### config.mk
export PLATFORM = sky130hd
export DESIGN_NAME = ahb_lite_master_bridge_flat
export DESIGN_NICKNAME = d
export VERILOG_FILES = /design/src/rtl/ahb_lite_master_bridge_if.sv /design/src/rtl/ahb_lite_master_bridge.sv /design/src/flat_wrapper.sv
export SDC_FILE = /design/constraint.sdc
export NUM_CORES = 1
export LEC_CHECK = 0
export ABC_AREA = 0
export CORE_UTILIZATION = 38
export DETAILED_ROUTE_END_ITERATION = 16
export GPL_TIMING_DRIVEN = 0
export PLACE_DENSITY = 0.87
export SYNTH_ARGS = -nofsm -noshare
export SYNTH_HDL_FRONTEND = slang
export SYNTH_SLANG_ARGS = --single-unit
### constraint.sdc
create_clock -name hclk -period 5.05 [get_ports hclk]
set_clock_uncertainty 0.2 [all_clocks]
set_input_delay 1.01 -clock hclk [delete_from_list [all_inputs] [get_ports hclk]]
set_output_delay 1.01 -clock hclk [all_outputs]
set_load 0.005 [all_outputs]
### src/rtl/ahb_lite_master_bridge_if.sv
// Signal bundle between the core load/store unit, the bridge and the AHB-Lite bus.
// Handshake: the core holds req_i and its payload stable until gnt_o; a request moves on the cycle where req_i and gnt_o are both high. rvalid_o is a one-cycle pulse with no backpressure.
interface ahb_lite_master_bridge_if #(
    parameter int AWIDTH = 32,
    parameter int DWIDTH = 32
);
    logic              req_i;
    logic              we_i;
    logic [2:0]        size_i;
    logic [AWIDTH-1:0] addr_i;
    logic [DWIDTH-1:0] wdata_i;
    logic              gnt_o;
    logic              rvalid_o;
    logic              err_o;
    logic [DWIDTH-1:0] rdata_o;

    logic [AWIDTH-1:0] haddr_o;
    logic [1:0]        htrans_o;
    logic              hwrite_o;
    logic [2:0]        hsize_o;
    logic [2:0]        hburst_o;
    logic [DWIDTH-1:0] hwdata_o;
    logic              hready_i;
    logic              hresp_i;
    logic [DWIDTH-1:0] hrdata_i;

    modport master (
        input  req_i, we_i, size_i, addr_i, wdata_i,
        output gnt_o, rvalid_o, err_o, rdata_o,
        output haddr_o, htrans_o, hwrite_o, hsize_o, hburst_o, hwdata_o,
        input  hready_i, hresp_i, hrdata_i
    );

    modport slave (
        output req_i, we_i, size_i, addr_i, wdata_i,
        input  gnt_o, rvalid_o, err_o, rdata_o,
        input  haddr_o, htrans_o, hwrite_o, hsize_o, hburst_o, hwdata_o,
        output hready_i, hresp_i, hrdata_i
    );
endinterface

### src/rtl/ahb_lite_master_bridge.sv
// Turns core request/grant/response traffic into single NONSEQ AHB-Lite transfers,
// one at a time, rejecting misaligned or oversized requests without using the bus.
module ahb_lite_master_bridge #(
    parameter int AWIDTH = 32,
    parameter int DWIDTH = 32
) (
    input  logic                     hclk,
    input  logic                     hreset,
    ahb_lite_master_bridge_if.master bus,
    output logic [1:0]               dbg_state
);
    typedef enum logic [1:0] {
        S_IDLE = 2'd0,
        S_ADDR = 2'd1,
        S_DATA = 2'd2,
        S_ERR  = 2'd3
    } state_t;

    state_t            state_q, state_d;
    logic              legal;
    logic              gnt;
    logic              rej_q;
    logic              done_ok, done_err;
    logic [1:0]        htrans_q;
    logic [AWIDTH-1:0] haddr_q;
    logic              hwrite_q;
    logic [2:0]        hsize_q;
    logic [DWIDTH-1:0] hwdata_q, wbuf_q, rdata_q;
    logic              rvalid_q, err_q;

    always_comb begin
        legal = 1'b0;
        case (bus.size_i)
            3'b000:  legal = 1'b1;
            3'b001:  legal = ~bus.addr_i[0];
            3'b010:  legal = (bus.addr_i[1:0] == 2'b00);
            default: legal = 1'b0;
        endcase
    end

    // A local reject's response cycle must not overlap a new acceptance.
    assign gnt = bus.req_i & (state_q == S_IDLE) & ~hreset & ~rej_q;

    always_comb begin
        state_d  = state_q;
        done_ok  = 1'b0;
        done_err = 1'b0;
        case (state_q)
            S_IDLE: if (gnt && legal) state_d = S_ADDR;
            S_ADDR: if (bus.hready_i) state_d = S_DATA;
            S_DATA: begin
                if (bus.hready_i) begin
                    state_d = S_IDLE;
                    if (bus.hresp_i) done_err = 1'b1;
                    else             done_ok  = 1'b1;
                end else if (bus.hresp_i) begin
                    state_d = S_ERR;
                end
            end
            S_ERR: if (bus.hready_i) begin
                state_d  = S_IDLE;
                done_err = 1'b1;
            end
            default: state_d = S_IDLE;
        endcase
    end

    always_ff @(posedge hclk or posedge hreset) begin
        if (hreset) begin
            state_q  <= S_IDLE;
            rej_q    <= 1'b0;
            htrans_q <= 2'b00;
            haddr_q  <= '0;
            hwrite_q <= 1'b0;
            hsize_q  <= 3'b000;
            hwdata_q <= '0;
            wbuf_q   <= '0;
            rvalid_q <= 1'b0;
            err_q    <= 1'b0;
            rdata_q  <= '0;
        end else begin
            state_q  <= state_d;
            rej_q    <= gnt & ~legal;
            rvalid_q <= done_ok | done_err | (gnt & ~legal);
            err_q    <= done_err | (gnt & ~legal);
            rdata_q  <= (done_ok && !hwrite_q) ? bus.hrdata_i : '0;
            if (gnt && legal) begin
                haddr_q  <= bus.addr_i;
                hwrite_q <= bus.we_i;
                hsize_q  <= bus.size_i;
                wbuf_q   <= bus.wdata_i;
                htrans_q <= 2'b10;
            end
            // Write data moves onto the bus as the address phase is accepted.
            if (state_q == S_ADDR && bus.hready_i) begin
                htrans_q <= 2'b00;
                if (hwrite_q) hwdata_q <= wbuf_q;
            end
        end
    end

    assign bus.gnt_o    = gnt;
    assign bus.rvalid_o = rvalid_q;
    assign bus.err_o    = err_q;
    assign bus.rdata_o  = rdata_q;
    assign bus.haddr_o  = haddr_q;
    assign bus.htrans_o = htrans_q;
    assign bus.hwrite_o = hwrite_q;
    assign bus.hsize_o  = hsize_q;
    assign bus.hburst_o = 3'b000;
    assign bus.hwdata_o = hwdata_q;
    assign dbg_state    = state_q;
endmodule
### src/flat_wrapper.sv
// flat-port wrapper written by rule: the top's interface ports become plain ports
module ahb_lite_master_bridge_flat 
#(
    parameter int AWIDTH = 32,
    parameter int DWIDTH = 32
)
  (hclk, hreset, dbg_state, bus_req_i, bus_we_i, bus_size_i, bus_addr_i, bus_wdata_i, bus_gnt_o, bus_rvalid_o, bus_err_o, bus_rdata_o, bus_haddr_o, bus_htrans_o, bus_hwrite_o, bus_hsize_o, bus_hburst_o, bus_hwdata_o, bus_hready_i, bus_hresp_i, bus_hrdata_i);
  ahb_lite_master_bridge_if #(.AWIDTH(AWIDTH), .DWIDTH(DWIDTH)) bus_i ();
  input  logic hclk;
  input  logic hreset;
  output logic [1:0] dbg_state;
  input wire logic [$bits(bus_i.req_i)-1:0] bus_req_i;
  input wire logic [$bits(bus_i.we_i)-1:0] bus_we_i;
  input wire logic [$bits(bus_i.size_i)-1:0] bus_size_i;
  input wire logic [$bits(bus_i.addr_i)-1:0] bus_addr_i;
  input wire logic [$bits(bus_i.wdata_i)-1:0] bus_wdata_i;
  output wire logic [$bits(bus_i.gnt_o)-1:0] bus_gnt_o;
  output wire logic [$bits(bus_i.rvalid_o)-1:0] bus_rvalid_o;
  output wire logic [$bits(bus_i.err_o)-1:0] bus_err_o;
  output wire logic [$bits(bus_i.rdata_o)-1:0] bus_rdata_o;
  output wire logic [$bits(bus_i.haddr_o)-1:0] bus_haddr_o;
  output wire logic [$bits(bus_i.htrans_o)-1:0] bus_htrans_o;
  output wire logic [$bits(bus_i.hwrite_o)-1:0] bus_hwrite_o;
  output wire logic [$bits(bus_i.hsize_o)-1:0] bus_hsize_o;
  output wire logic [$bits(bus_i.hburst_o)-1:0] bus_hburst_o;
  output wire logic [$bits(bus_i.hwdata_o)-1:0] bus_hwdata_o;
  input wire logic [$bits(bus_i.hready_i)-1:0] bus_hready_i;
  input wire logic [$bits(bus_i.hresp_i)-1:0] bus_hresp_i;
  input wire logic [$bits(bus_i.hrdata_i)-1:0] bus_hrdata_i;
  assign bus_i.req_i = bus_req_i;
  assign bus_i.we_i = bus_we_i;
  assign bus_i.size_i = bus_size_i;
  assign bus_i.addr_i = bus_addr_i;
  assign bus_i.wdata_i = bus_wdata_i;
  assign bus_gnt_o = bus_i.gnt_o;
  assign bus_rvalid_o = bus_i.rvalid_o;
  assign bus_err_o = bus_i.err_o;
  assign bus_rdata_o = bus_i.rdata_o;
  assign bus_haddr_o = bus_i.haddr_o;
  assign bus_htrans_o = bus_i.htrans_o;
  assign bus_hwrite_o = bus_i.hwrite_o;
  assign bus_hsize_o = bus_i.hsize_o;
  assign bus_hburst_o = bus_i.hburst_o;
  assign bus_hwdata_o = bus_i.hwdata_o;
  assign bus_i.hready_i = bus_hready_i;
  assign bus_i.hresp_i = bus_hresp_i;
  assign bus_i.hrdata_i = bus_hrdata_i;
  ahb_lite_master_bridge #(.AWIDTH(AWIDTH), .DWIDTH(DWIDTH)) u_core (.hclk(hclk), .hreset(hreset), .bus(bus_i), .dbg_state(dbg_state));
endmodule
### Word-level counts from Yosys, hierarchy flattened

Index checks and enable logic that the tools add are counted.

| word-level totals | value |
|---|---|
| memories | 0 |
| bits in read-only memories | 0 |
| bits in writable memories | 0 |
| word-level logic and storage cells | 58 |
| bits in registers | 139 |
| bits in latches | 0 |

| cells by class | value |
|---|---|
| $mul | 0 |
| shift-type cells | 0 |
| magnitude comparators | 0 |
| bitwise logic cells | 11 |
| equality and inequality tests | 9 |
| muxes and demuxes | 17 |
| reductions and logical operators | 10 |
| div/mod/pow operators | 0 |
| add/sub/neg operators | 0 |

Operators by type and width:

| cell | number |
|---|---|
| 32-bit 2-to-1 mux | 1 |
| 2-bit 2-to-1 mux | 7 |
| 2-bit one-hot mux with 4 select lines | 1 |
| 1-bit 2-to-1 mux | 6 |
| 2-bit inequality test (second input constant) | 3 |
| 1-bit AND | 4 |
| 2-bit == test (second input constant) | 2 |
| 2-bit logical NOT | 2 |
| 1-bit inverter | 4 |
| 4-bit AND reduction | 1 |
| 3-bit by 1-bit == test with 1-bit output (second input constant) | 1 |
| 3-bit by 2-bit == test with 1-bit output (second input constant) | 1 |
| 1-bit logical AND | 3 |
| 3-bit logical NOT | 1 |
| 3-bit inequality test (second input constant) | 1 |
| 1-bit OR | 3 |
| 1-bit one-hot mux with 3 select lines | 1 |
| 2-bit by 1-bit == test with 1-bit output (second input constant) | 1 |
| 1-bit one-hot mux with 2 select lines | 1 |
| 2-bit AND reduction | 1 |
| 2-bit nonzero test | 1 |
| 1-bit logical NOT | 1 |

### Logic depth before layout (Yosys ltp)

| logic depth | value |
|---|---|
| word-level depth | 7 |
| gate-level depth with buffers | 5 |

### Worst setup path before layout

OpenSTA, ideal clock, no wires.

| path | value |
|---|---|
| kind | input port to flip-flop |
| start | in hreset |
| end | reg u_core.haddr_q[0], in the netlist u_core.bus.haddr_o[0] |
| slack | 2.474 ns |
| stages | 4 |
| data arrival time | 2.251 ns |
| library setup time | 0.125 ns |
| required time | 4.725 ns |
| path through | nor4_4 > nor3b_4 > buf_6 > mux2_2 |

| on the way | value |
|---|---|
| cells in the longest elaborated chain, start to end | 4 |

RTL lines:

| item | RTL line | source |
|---|---|---|
| start: declaration | flat_wrapper.sv:10 | `input logic hreset;` |
| 1-bit inverter | ahb_lite_master_bridge.sv:42 | `assign gnt = bus.req_i & (state_q == S_IDLE) & ~hreset & ~rej_q;` |
| 1-bit AND (2 in series) | ahb_lite_master_bridge.sv:42 |  |
| 1-bit logical AND | ahb_lite_master_bridge.sv:87 | `if (gnt && legal) begin` |
| end signal: assignment | ahb_lite_master_bridge.sv:88 | `haddr_q <= bus.addr_i;` |
| end: declaration | ahb_lite_master_bridge.sv:25 | `logic [AWIDTH-1:0] haddr_q;` |

Every way passes these cells.
A chain may end at the register's enable or synchronous reset.

### Final worst setup path

| path | value |
|---|---|
| start | in hreset |
| end | out bus_gnt_o |

| on the way | value |
|---|---|
| cells in the longest elaborated chain, start to end | 3 |

RTL lines:

| item | RTL line | source |
|---|---|---|
| 1-bit inverter | ahb_lite_master_bridge.sv:42 |  |
| 1-bit AND (2 in series) | ahb_lite_master_bridge.sv:42 |  |
| end: declaration | flat_wrapper.sv:17 | `output wire logic [$bits(bus_i.gnt_o)-1:0] bus_gnt_o;` |

Every way passes these cells.

==> results.yml <==
outcome:
  outcome: "completed"
min_path:
  holdCritStartpoint: "u_core.bus.haddr_o[25]"
  worstHoldPathType: "reg -> reg"
  hold-path-endpoint: "u_core.bus.haddr_o[25]"
  hold_depth: 1
clock_network:
  cts_tree: "built"
  worstSkewPairLatency_ns: 0.41
  cts_buffers: 17
  cts-resized-gates: 0
  cts-root-buf: "clkbuf_16"
  clk_pin_slew_ns: 0.05
  htreeDepth: 4
  cts_sinks: 138
  ctsHoldBuffers: 0
  cts_buffer_depth: 2
  cts_setup_buffers: 0
critical_path:
  cp.arrival_ns: 2.48
  r2r_cells: 4
  timing.rr.end: "u_core.wbuf_q[18]"
  end_kind: "output port"
  cp.depth: 3
  crit_type: "in -> out"
  start_kind: "primary input"
  slowest_stage: "clkdlybuf4s50_1"
  cp_cell_sequence: "clkdlybuf4s50_1 > nor4_4 > clkdlybuf4s50_1"
  cpMostUsedCell: "clkdlybuf4s50_1"
  critPathMaxStageDelay_ns: 0.58
  r2r_start: "u_core.dbg_state[0]"
  cp_top_family: "buffers and inverters"
  crit_required_ns: 3.84
  timing.reg2reg.setup_slack_ns: 2.74
  cp_max_fo: 3
  path_buf_inv: 2
logic_synthesis:
  ys_ff_latch: 138
  ys_types: 23
  ys_warn_count: 0
  synth_ff_type: "dfrtp_1"
  async_reset_ff_frac: 1.00
  synth_area_leaders: "dfrtp_1 (68%), mux2_2 (21%), and2_1 (4.0%)"
  ys_seq_area_frac: 0.685
  syn_avg_cell_area_um2: 16.3
  synth_edf_count: 0
  netlist_area_um2: 5040
  synthTopCellsByCount: "dfrtp_1 (138), mux2_2 (94), and2_1 (32)"
  synthCells: 309
  synth.most_common_cell: "dfrtp_1"
  synth_top_area_share: 0.685
  synth_top_cell_by_area: "dfrtp_1"
floorplanning:
  core_um2: 12800
  die_w_um: 117
  start_util: 0.395
  die_area_um2: 13700
  pin_count: 215
  fp.dieH_um: 117
  placementRows: 41
placed_design:
  portBuffers: 210
  gp_congestion: 0.769
  hpwl_um: 8370
  place_area_um2: 7410
  place_ws_ns: 1.34
pwr:
  power.total_mw: 3.74
  power.density_nw_per_um2: 466
  leakage_nw: 3.54
  vdd_drop_max_mv: 0.261
detailed_routing:
  drt_iter0_drc: 83
  wl_per_cell_um: 15.6
  drtPass1Iterations: 4
  vias: 3272
  vias_per_cell: 4.50
  routed_wl_um: 11300
  drtAntennaViolNets: 0
  drc: 0
global_routing:
  grt.met2_usage: 0.304
  overflow: 0
  grt_pass1_wl_um: 17400
  grtUsageMet3: 0.0690
  antenna_found_initial: 0
  met1_usage: 0.186
  top_usage_layer: "met2"
  grt_pass1_vias: 3512
  grt_max_degree: 80
  groute.usage.overall: 0.174
timing:
  max_slew_margin: 0.489
  min_period_ns: 3.69
  drv_slew: 0
  timing.fmax_ghz: 0.271
  hold_viol: 0
  rsz0062_at_grt: "no"
  holdWs_ns: 0.286
  fin_setup_tns_ns: 0
  setup_viol: 0
  worstMarginPinSlew_ns: 0.760
  min_period_over_period: 0.731
  setup_slack_ns: 1.36
finish:
  area_growth_pct: 58.9
  final_nets: 647
  final_area_um2: 8020
  drive_gt1_frac: 0.252
  n_antenna_cell: 0
run:
  cap_violations: 0
-- flip-flops by register name, indices dropped and copies added (netlist names), 2 cells and up --
name	flops
u_core.bus.hwdata_o	32
u_core.bus.hsize_o	3
u_core.bus.rdata_o	32
u_core.dbg_state	2
u_core.wbuf_q	32
u_core.bus.haddr_o	32
-- cell type report --
cell class	count	area, um^2
fillers	923	4760
flip-flops and latches	138	3450
repair buffers	211	2130
multi-input cells	154	1460
clock buffers	19	443
well taps	172	215
clock inverters	13	169
plain buffers	17	131
inverters	3	16.3
-- placed cells by master (no fill, tap or decap), drive strengths merged --
cell | netlist | layout
o21ai | 3 | 3
dfrtp | 138 | 138
o21a | 1 | 1
clkdlybuf4s50 | 0 | 210
nor2 | 2 | 2
clkbuf | 6 | 25
o21bai | 1 | 1
mux2 | 99 | 99
buf | 11 | 12
nand3 | 1 | 1
a21oi | 2 | 2
and2 | 32 | 32
nor4 | 2 | 2
clkinv | 0 | 5
bufinv | 0 | 3
inv | 3 | 4
clkinvlp | 0 | 4
nand4 | 1 | 1
nor3b | 1 | 1
nand2 | 2 | 2
nand2b | 1 | 1
nor3 | 1 | 1
conb | 1 | 4
nor2b | 1 | 1
-- cell families after synthesis --
kind of cell,Yosys count,share of synthesized area
flip-flops,138,0.685
multiplexers,99,0.221
AND/OR/NAND/NOR,44,0.0575
buffers and inverters,20,0.0283
AO/OA/AOI/OAI,7,0.00794
other,1,0.000743
-- per-stage QoR --
step           utilization  instances
3_3_place_gp         0.577        694
3_5_place_dp         0.580        695
4_1_cts              0.628        727
5_1_grt              0.628        727
2_1_floorplan            -        312
6_report             0.628        727
-- worst max path at each step --
| stage | start | end | slack [ns] |
|---|---|---|---|
| after floorplan | hreset | u_core.bus.err_o | 0.14 |
| after global placement | hreset | u_core.bus.haddr_o[11] | -1.44 |
| after detailed placement | hreset | bus_gnt_o | 1.34 |
| after CTS | hreset | bus_gnt_o | 1.33 |
| after global routing | hreset | bus_gnt_o | 1.31 |
| final | hreset | bus_gnt_o | 1.36 |
-- metal layers --
metal / up-vias / share of wire
met3: 15 / 0.092
met4: 0 / 0.017
met5: - / 0
met2: 141 / 0.50
li1: 1519 / -
met1: 1597 / 0.39
-- power by group --
group / switching, mW / total, mW / internal (mW)
combinational: 0.251 / 0.905 / 0.653
clock: 0.465 / 1.26 / 0.792
sequential: 0.158 / 1.57 / 1.42
Power figures use the tool's default switching activity.
